===== src/rtl/i2c_pkg.sv =====
// i2c_pkg
// Shared definitions for the I2C target register file and any later bus
// monitors built on the same synchroniser.
//   - i2c_tgt_state_e : protocol state of the target engine
//   - I2C_ADDR_W      : width of a 7-bit bus address
//   - I2C_BYTE_W      : width of one bus byte
//   - RW_READ/RW_WRITE: value of the R/W bit that follows the address
package i2c_pkg;

  localparam int I2C_ADDR_W = 7;
  localparam int I2C_BYTE_W = 8;

  localparam logic RW_READ  = 1'b1;
  localparam logic RW_WRITE = 1'b0;

  // IGNORE parks the engine after an address miss, a bad pointer or a
  // master NACK until the next START or STOP.
  typedef enum logic [3:0] {
    IDLE,
    ADDR,
    ADDR_ACK,
    PTR,
    PTR_ACK,
    WDATA,
    WDATA_ACK,
    RDATA,
    RDATA_ACK,
    IGNORE
  } i2c_tgt_state_e;

endpackage


===== src/rtl/i2c_bus_sync.sv =====
// i2c_bus_sync
// Brings the raw SCL/SDA pin levels into the clk domain and derives the
// bus events that the protocol engines act upon.
// Ports:
//   clk, rst_n  : system clock, asynchronous active-low reset
//   scl_i, sda_i: raw pin levels
//   sda         : synchronised SDA level
//   scl_rise    : one-clk pulse on a synchronised SCL rising edge
//   scl_fall    : one-clk pulse on a synchronised SCL falling edge
//   start_det   : one-clk pulse when SDA falls while SCL is high
//   stop_det    : one-clk pulse when SDA rises while SCL is high
module i2c_bus_sync #(
  parameter int SYNC_STAGES = 2
) (
  input  logic clk,
  input  logic rst_n,
  input  logic scl_i,
  input  logic sda_i,
  output logic sda,
  output logic scl_rise,
  output logic scl_fall,
  output logic start_det,
  output logic stop_det
);

  logic [SYNC_STAGES-1:0] scl_pipe;
  logic [SYNC_STAGES-1:0] sda_pipe;
  logic                   scl_prev;
  logic                   sda_prev;
  logic                   scl;

  // Synchroniser chains plus one history flop per line for edge detection.
  // Everything resets to 1 so that an idle, pulled-up bus produces no
  // spurious edge when reset is released.
  always_ff @(posedge clk or negedge rst_n) begin
    if (!rst_n) begin
      scl_pipe <= '1;
      sda_pipe <= '1;
      scl_prev <= 1'b1;
      sda_prev <= 1'b1;
    end else begin
      scl_pipe <= {scl_pipe[SYNC_STAGES-2:0], scl_i};
      sda_pipe <= {sda_pipe[SYNC_STAGES-2:0], sda_i};
      scl_prev <= scl_pipe[SYNC_STAGES-1];
      sda_prev <= sda_pipe[SYNC_STAGES-1];
    end
  end

  assign scl = scl_pipe[SYNC_STAGES-1];
  assign sda = sda_pipe[SYNC_STAGES-1];

  assign scl_rise = scl & ~scl_prev;
  assign scl_fall = ~scl & scl_prev;

  // SCL must be high in both samples so an SDA change that coincides with
  // an SCL edge is never taken as a bus condition.
  assign start_det = scl & scl_prev & sda_prev & ~sda;
  assign stop_det  = scl & scl_prev & ~sda_prev & sda;

endmodule


===== src/rtl/i2c_target_regfile.sv =====
// i2c_target_regfile
// I2C target with a DEPTH x 8-bit register file. A write transfer carries
// a pointer byte followed by data bytes; a read transfer returns bytes from
// the current pointer. The pointer optionally auto-increments with wrap.
// Ports:
//   clk, rst_n : system clock (>= 8x SCL), asynchronous active-low reset
//   scl_i/sda_i: raw pin levels from the open-drain pads
//   sda_oe     : 1 pulls SDA low (ACK or a 0 data bit), 0 releases
//   busy       : high from START to STOP
//   wr_valid   : one-clk pulse per accepted write byte
//   wr_ptr     : register index of that write
//   wr_data    : byte written
//   tap_ptr    : local read index
//   tap_data   : combinational mem[tap_ptr]
module i2c_target_regfile
  import i2c_pkg::*;
#(
  parameter logic [I2C_ADDR_W-1:0] TARGET_ADDR = 7'h50,
  parameter int                    DEPTH       = 16,
  parameter bit                    AUTO_INC    = 1'b1,
  parameter int                    SYNC_STAGES = 2,
  localparam int                   PTR_W       = $clog2(DEPTH)
) (
  input  logic                  clk,
  input  logic                  rst_n,
  input  logic                  scl_i,
  input  logic                  sda_i,
  output logic                  sda_oe,
  output logic                  busy,
  output logic                  wr_valid,
  output logic [PTR_W-1:0]      wr_ptr,
  output logic [I2C_BYTE_W-1:0] wr_data,
  input  logic [PTR_W-1:0]      tap_ptr,
  output logic [I2C_BYTE_W-1:0] tap_data
);

  logic sda_s;
  logic scl_rise;
  logic scl_fall;
  logic start_det;
  logic stop_det;

  i2c_tgt_state_e state, state_next;

  logic [2:0]            bit_cnt, bit_cnt_next;
  logic [6:0]            shift, shift_next;
  logic [PTR_W-1:0]      ptr, ptr_next, ptr_inc;
  logic                  rw, rw_next;
  logic                  sda_oe_next;
  logic                  busy_next;
  logic                  wr_valid_next;
  logic [PTR_W-1:0]      wr_ptr_next;
  logic [I2C_BYTE_W-1:0] wr_data_next;
  logic                  mem_we;

  logic [I2C_BYTE_W-1:0] mem [DEPTH];

  logic [I2C_BYTE_W-1:0] rx_byte;
  logic                  last_bit;
  logic                  addr_match;
  logic                  ptr_ok;

  i2c_bus_sync #(
    .SYNC_STAGES(SYNC_STAGES)
  ) u_sync (
    .clk      (clk),
    .rst_n    (rst_n),
    .scl_i    (scl_i),
    .sda_i    (sda_i),
    .sda      (sda_s),
    .scl_rise (scl_rise),
    .scl_fall (scl_fall),
    .start_det(start_det),
    .stop_det (stop_det)
  );

  // The byte as it stands once the bit on the current SCL rise is included,
  // so decisions on the 8th bit need no extra cycle.
  assign rx_byte    = {shift, sda_s};
  assign last_bit   = (bit_cnt == 3'd0);
  assign addr_match = (rx_byte[I2C_BYTE_W-1:1] == TARGET_ADDR);
  assign ptr_ok     = (int'(rx_byte) < DEPTH);

  assign tap_data = mem[tap_ptr];

  // Pointer value after a completed data byte: wrap at the top of the
  // register file, or hold when auto-increment is disabled.
  always_comb begin
    ptr_inc = ptr;
    if (AUTO_INC) begin
      ptr_inc = (ptr == PTR_W'(DEPTH - 1)) ? '0 : ptr + PTR_W'(1);
    end
  end

  // State register.
  always_ff @(posedge clk or negedge rst_n) begin
    if (!rst_n) begin
      state <= IDLE;
    end else begin
      state <= state_next;
    end
  end

  // Next-state logic. Bus conditions win over bit processing; all other
  // transitions happen on the SCL rise that samples a bit, so each state's
  // SCL fall action applies to the bit slot that follows.
  always_comb begin
    state_next = state;
    if (stop_det) begin
      state_next = IDLE;
    end else if (start_det) begin
      state_next = ADDR;
    end else if (scl_rise) begin
      case (state)
        ADDR:      if (last_bit) state_next = addr_match ? ADDR_ACK : IGNORE;
        ADDR_ACK:  state_next = (rw == RW_READ) ? RDATA : PTR;
        PTR:       if (last_bit) state_next = ptr_ok ? PTR_ACK : IGNORE;
        PTR_ACK:   state_next = WDATA;
        WDATA:     if (last_bit) state_next = WDATA_ACK;
        WDATA_ACK: state_next = WDATA;
        RDATA:     if (last_bit) state_next = RDATA_ACK;
        RDATA_ACK: state_next = sda_s ? IGNORE : RDATA;
        default:   state_next = state;
      endcase
    end
  end

  // Output and datapath next values. Bits are taken on SCL rise; the SDA
  // drive is only updated on SCL fall, so the line is stable while the
  // master samples it. ACK states pull low for the whole 9th clock, RDATA
  // drives the inverted data bit, every other state releases.
  always_comb begin
    bit_cnt_next  = bit_cnt;
    shift_next    = shift;
    ptr_next      = ptr;
    rw_next       = rw;
    sda_oe_next   = sda_oe;
    busy_next     = busy;
    wr_valid_next = 1'b0;
    wr_ptr_next   = wr_ptr;
    wr_data_next  = wr_data;
    mem_we        = 1'b0;

    if (stop_det) begin
      sda_oe_next = 1'b0;
      busy_next   = 1'b0;
    end else if (start_det) begin
      busy_next    = 1'b1;
      bit_cnt_next = 3'd7;
    end else if (scl_rise) begin
      case (state)
        ADDR, PTR, WDATA: begin
          shift_next   = rx_byte[6:0];
          bit_cnt_next = bit_cnt - 3'd1;
        end
        RDATA: begin
          bit_cnt_next = bit_cnt - 3'd1;
        end
        ADDR_ACK, PTR_ACK, WDATA_ACK, RDATA_ACK: begin
          bit_cnt_next = 3'd7;
        end
        default: begin
          bit_cnt_next = bit_cnt;
        end
      endcase

      if (state == ADDR && last_bit) begin
        rw_next = sda_s;
      end

      if (state == PTR && last_bit && ptr_ok) begin
        ptr_next = rx_byte[PTR_W-1:0];
      end

      // A byte is only committed on its 8th bit, so a START part-way
      // through leaves the register file untouched.
      if (state == WDATA && last_bit) begin
        mem_we        = 1'b1;
        wr_valid_next = 1'b1;
        wr_ptr_next   = ptr;
        wr_data_next  = rx_byte;
        ptr_next      = ptr_inc;
      end

      if (state == RDATA_ACK && !sda_s) begin
        ptr_next = ptr_inc;
      end
    end else if (scl_fall) begin
      case (state)
        ADDR_ACK, PTR_ACK, WDATA_ACK: sda_oe_next = 1'b1;
        RDATA:                        sda_oe_next = ~mem[ptr][bit_cnt];
        default:                      sda_oe_next = 1'b0;
      endcase
    end
  end

  // Datapath, outputs and register file. The tap reads the stored array,
  // so a same-clk bus write becomes visible on the tap one clk later.
  always_ff @(posedge clk or negedge rst_n) begin
    if (!rst_n) begin
      bit_cnt  <= 3'd7;
      shift    <= '0;
      ptr      <= '0;
      rw       <= RW_WRITE;
      sda_oe   <= 1'b0;
      busy     <= 1'b0;
      wr_valid <= 1'b0;
      wr_ptr   <= '0;
      wr_data  <= '0;
      for (int i = 0; i < DEPTH; i++) begin
        mem[i] <= '0;
      end
    end else begin
      bit_cnt  <= bit_cnt_next;
      shift    <= shift_next;
      ptr      <= ptr_next;
      rw       <= rw_next;
      sda_oe   <= sda_oe_next;
      busy     <= busy_next;
      wr_valid <= wr_valid_next;
      wr_ptr   <= wr_ptr_next;
      wr_data  <= wr_data_next;
      if (mem_we) begin
        mem[ptr] <= rx_byte;
      end
    end
  end

endmodule

===== config.mk =====
export PLATFORM = sky130hd
export DESIGN_NAME = i2c_target_regfile
export DESIGN_NICKNAME = d
export VERILOG_FILES = /design/src/rtl/i2c_pkg.sv /design/src/rtl/i2c_bus_sync.sv /design/src/rtl/i2c_target_regfile.sv
export SDC_FILE = /design/constraint.sdc
export NUM_CORES = 1
export LEC_CHECK = 0
export ABC_AREA = 1
export BUFFER_PORTS_ARGS = -buffer_cell sky130_fd_sc_hd__buf_4
export CAP_MARGIN = 40
export CORE_MARGIN = 2
export CORE_UTILIZATION = 57
export CTS_CLUSTER_SIZE = 8
export DETAILED_ROUTE_END_ITERATION = 12
export GPL_ROUTABILITY_DRIVEN = 0
export PLACE_DENSITY_LB_ADDON = 0.2
export SETUP_SLACK_MARGIN = 0.3
export SYNTH_ARGS = -nofsm -noshare
export SYNTH_HDL_FRONTEND = slang
export SYNTH_SLANG_ARGS = --single-unit

===== constraint.sdc =====
create_clock -name clk -period 1.9 [get_ports clk]
set_input_delay 0.38 -clock clk [delete_from_list [all_inputs] [get_ports clk]]
set_output_delay 0.38 -clock clk [all_outputs]
set_load 0.02 [all_outputs]

# Yosys cells after proc, flatten, opt, wreduce, memory -nomap -nowiden
# Index checks and enable logic that the tools add are counted.
# totals
regBits	168
in_bits	8
word_cells	137
output_inout_bits	23
# classes
n_lt_le_gt_ge	5
mux	41
add_sub_neg	2
n_bitwise	16
eq_ne	16
n_reduce_logical	27
# ops
operator	count
bitwise mux 128 bit	1
binary-select mux 8 bit (select 4 bit)	2
2-to-1 mux 4 bit	14
2-to-1 mux 8 bit	5
demux 8 bit (select 4 bit)	1
one-hot mux 4 bit (7 select lines)	1
equality test 4 x 3 -> 1 bit, second input constant	4
!= test 4 bit, second input constant	4
AND reduction 4 bit	4
2-to-1 mux 1 bit	11
>= comparator 5 bit, second input constant	2
inverter 4 -> 5 bit	2
2-to-1 mux 3 bit	3
nonzero test 3 bit	3
nonzero test 9 bit	1
equality test 4 x 2 -> 1 bit, second input constant	2
equality test 4 bit, second input constant	2
less-than comparator 8 x 5 -> 1 bit, second input constant	1
OR reduction 4 bit	2
bitwise AND 1 bit	7
equality test 7 bit, second input constant	1
inverter 1 bit	7
logical AND 1 bit	6
one-hot mux 3 bit (2 select lines)	1
15 further kinds	20

# Depth between registers and ports, before layout
# depth
ltp_word	12
depth_mapped	15
depth_no_buf	13

# By module
# A second synthesis with hierarchy kept.
# unflattened
cells_unflattened	1242
area_unflattened_um2	9407.8
# by_module_without_submodules
mod	cells_per_inst	area_each_um2	instances
i2c_target_regfile	1225	9208.8	1
i2c_bus_sync	17	198.9	1

# Worst setup path before layout
# Ideal clock, no wire load.
# synth_timing
path_kind	input to output
from	input port tap_ptr[1]
to	output port tap_data[1]
t_arrival_ps	1729
setup_slack_ps	-209
n_path_buf	2
path_stages	6
path_cell_list	clkbuf_1 buf_1 o21ai_0 a21oi_1 o22ai_1 o21ai_0
# synth_between
elab_chain_len	4
# synth_rtl
element	line	source
from (decl)	i2c_target_regfile.sv:33	input logic [PTR_W-1:0] tap_ptr,
inverter 4 -> 5 bit (implied by the code)	i2c_target_regfile.sv:84	assign tap_data = mem[tap_ptr];
binary-select mux 8 bit (select 4 bit)	i2c_target_regfile.sv:84	
2-to-1 mux 8 bit (implied by the code) (2 in a row)	i2c_target_regfile.sv:84	
to (decl)	i2c_target_regfile.sv:34	output logic [I2C_BYTE_W-1:0] tap_data
# No other way between the ends. The select of a mux whose other input is x is not followed.

# Worst setup path after layout
# layout_timing
from	register ptr[0]
to	register sda_oe
# layout_between
elab_chain_len	12
# layout_rtl
element	line	source
from (decl)	i2c_target_regfile.sv:47	logic [PTR_W-1:0] ptr, ptr_next, ptr_inc;
from (signal assigned)	i2c_target_regfile.sv:216	ptr <= ptr_next;
inverter 4 -> 5 bit (implied by the code)	i2c_target_regfile.sv:191	RDATA: sda_oe_next = ~mem[ptr][bit_cnt];
binary-select mux 8 bit (select 4 bit)	i2c_target_regfile.sv:191	
2-to-1 mux 8 bit (implied by the code) (2 in a row)	i2c_target_regfile.sv:191	
binary-select mux 1 bit (select 3 bit)	i2c_target_regfile.sv:191	
2-to-1 mux 1 bit (implied by the code)	i2c_target_regfile.sv:191	
inverter 1 bit	i2c_target_regfile.sv:191	
one-hot mux 1 bit (2 select lines)	i2c_target_regfile.sv:189	case (state)
2-to-1 mux 1 bit	i2c_target_regfile.sv:188	end else if (scl_fall) begin
2-to-1 mux 1 bit	i2c_target_regfile.sv:150	end else if (scl_rise) begin
2-to-1 mux 1 bit	i2c_target_regfile.sv:147	end else if (start_det) begin
2-to-1 mux 1 bit	i2c_target_regfile.sv:144	if (stop_det) begin
to (signal assigned)	i2c_target_regfile.sv:218	sda_oe <= sda_oe_next;
to (decl)	i2c_target_regfile.sv:28	output logic sda_oe,
# No other way between the ends. The select of a mux whose other input is x is not followed.
# A chain may end at the register's enable or synchronous reset.

==> impl_metrics.ini <==
[run_status]
status = finished, violations left
violations = negative setup slack

[final_layout]
diodes = 0
register_area_um2 = 4220
fillers = 837
finalNetCount = 1376
multi_input_area_um2 = 5750
drive_gt1_frac = 0.419
final_util = 0.850
area_delta_synth_final_pct = 46.2

[pwr]
finalPower_w = 0.0138
powerDensity_nw_per_um2 = 1020
power.leakage_nw = 5.89
vdd_drop_max_v = 0.00115

[synthesis]
yosys_warnings = 0
ys_seq_area_frac = 0.458
yosys.area.top_type = dfrtp_1
yosysMostFrequentCell = nand2_1
synthDistinctLibCells = 40
synthTopCellsByArea = dfrtp_1, nand2_1, o21ai_0
synth_top_area_frac = 0.432
synth_area_um2 = 9210
ys_seq_elements = 168
async_reset_ff_frac = 1.00
postSynthAreaPerCell_um2 = 7.58
syn-num-nets = 1228
synth-edff-count = 0
synthesis.instances = 1214
ys.flop_type = dfrtp_1
synthTopCellsByCount = nand2_1, dfrtp_1, o21ai_0

[global_route]
antenna_found_initial = 0
grt_first_pass_wirelength_um = 53900
grt_usage = 0.421
grt_max_degree = 47
grt_pass1_vias = 9563
grt_overflow = 0

[routing]
drtIter0Drc = 1891
drc = 0
drtPass1Iterations = 7
antenna_left = 0
vias = 10459
wirelength_um = 39300
wl_per_cell_um = 24.7
routed_via_density = 6.57

[worst_hold_path]
hp-class = in -> reg

[sta]
maxSlewHeadroom = 0.672
worst_hold_slack_ns = 0.0349
fmax_mhz = 459
fin_ws_ns = -0.280
finalCritPeriodShare = 1.15
period_needed_ns = 2.18
worstMarginPinSlew_ns = 0.492
drv_slew = 0
rsz0062_at_grt = yes
finalClockSkew_ns = 0.0112
setup_viol = 142
tns_ns = -12.51
finalHoldViolCount = 0

[clocking]
numCtsBuffers = 17
clkLatencyLatePin_ns = 0.45
cts_root_buf = clkbuf_16
htreeDepth = 4
cts_buffer_depth = 2
clkTransAtPathRegs_ns = 0.07
cts.sinks = 168
cts_tree = yes

[worst_setup_path]
crit_arrival_ns = 2.51
start_kind = flop
cp.required_ns = 2.23
cp_max_fo = 16
critPathCaptureType = flop
path_class = reg -> reg

[floorplanning]
die_x_um = 131
initial_core_util = 0.582
num_rows = 46
core_area_um2 = 15800
die_h_um = 131
die-area_um2 = 17200
ios = 31

[job]
drv_cap = 0

[place]
place_hpwl_um = 18800
portBuffers = 30
dp_slack_ns = -0.0818
[registers in the layout, indices dropped and copies added (netlist names)]
signal           cells
busy                 1
shift                7
state                4
mem                128
u_sync.scl_pipe      2
wr_data              8
wr_ptr               4
u_sync.sda_pipe      2
u_sync.sda_prev      1
wr_valid             1
sda_oe               1
rw                   1
bit_cnt              3
ptr                  4
u_sync.scl_prev      1
[cell usage in the layout (no fill, tap or decap), types with 3 or more instances in the layout]
master / synthesis / final
a21oi_1: 74 / 65
a21oi_2: 0 / 8
buf_12: 0 / 27
buf_16: 0 / 4
buf_4: 0 / 115
buf_6: 12 / 40
buf_8: 0 / 6
bufinv_16: 0 / 3
clkbuf_16: 0 / 19
clkinv_2: 0 / 4
dfrtp_1: 159 / 157
dfstp_2: 9 / 9
ha_1: 6 / 4
inv_1: 112 / 91
inv_2: 3 / 22
inv_6: 0 / 3
mux2i_1: 8 / 8
nand2_1: 343 / 201
nand2_2: 9 / 87
nand2_4: 3 / 60
nand2_8: 0 / 17
nand3_1: 58 / 53
nand3_4: 0 / 4
nor2_1: 54 / 41
nor2_2: 2 / 6
nor2_4: 0 / 9
nor2_8: 4 / 4
nor3_4: 0 / 4
o211ai_1: 27 / 27
o21ai_0: 129 / 70
o21ai_1: 86 / 68
o21ai_2: 10 / 87
o221ai_1: 11 / 3
o221ai_2: 0 / 8
o22ai_2: 0 / 3
[per-stage QoR]
| stage | cells | cell area [µm²] |
|---|---|---|
| global route | 1591 | 13500 |
| CTS | 1563 | 12300 |
| global placement | 1467 | 10200 |
| finish | 1591 | 13500 |
| detailed placement | 1467 | 10200 |
| floorplan | 1214 | 9350 |
[metal layers]
layer	share of wire	wire length, µm	GRT usage
met3	0.13	5230	0.128
met5	0	0	0
met2	0.45	17500	0.638
met1	0.35	13600	0.551
met4	0.076	2970	0.215
[where the power goes]
group	internal [W]	total, W	switching [W]	leakage (nW)
Clock	0.00218	0.00383	0.00165	0.307
Sequential	0.00380	0.00403	0.000237	2.30
Combinational	0.00190	0.00593	0.00403	3.29
Total	0.00787	0.0138	0.00592	5.89
[timing repair]
item,CTS,global route
setup buffers,49,23
pin swaps,36,52
resized for setup,283,225
hold buffers,1,0
setup endpoints to repair,167,165
gates cloned,14,5
endpoints found under the hold margin,39,0
[worst max-delay path, stage by stage, from the launching register on]
cell and delay [ns]:
dfrtp_2 0.48, buf_4 0.30, nor2_1 0.12, nor2_1 0.18, nand2_1 0.09, a21oi_1 0.27
nor2_1 0.08, nand2_1 0.07, nand2_1 0.10, nand2_1 0.09, nand3_1 0.09, nand3_1 0.11
a21oi_1 0.08
[kinds of logic (layout without fill, tap and decap cells)]
logic type,count (synthesis),after routing,share of synthesized area
DFF,168,168,0.458
adders and majority gates,6,6,0.00815
AOI/OAI and AO/OA,352,352,0.212
muxes,8,8,0.00870
xor gates and xnor gates,1,1,0.000952
buffers and inverters,195,346,0.0920
and+or+nand+nor,484,494,0.220
[worst paths after layout]
kind | slack [ns] | cells after the start | to | from
min in group asynchronous | 0.44 | 2 | mem[17] | rst_n
max reg2reg | -0.28 | 12 | sda_oe | ptr[0]
max | -0.28 | 12 | sda_oe | ptr[0]
min | 0.03 | 1 | u_sync.sda_pipe[0] | sda_i
min reg2reg | 0.36 | 0 | u_sync.scl_pipe[1] | u_sync.scl_pipe[0]
max in group asynchronous | 0.78 | 3 | bit_cnt[0] | rst_n
[layout make-up]
cell class / instances / share of cell area
clock buffer: 19 / 0.0337
clock inverter: 13 / 0.0137
inverter: 119 / 0.0348
multi-input combinational: 861 / 0.427
sequential: 168 / 0.313
tap: 216 / 0.0201
timing repair buffer: 195 / 0.157
No activity file was read; power rests on OpenSTA's default activity.
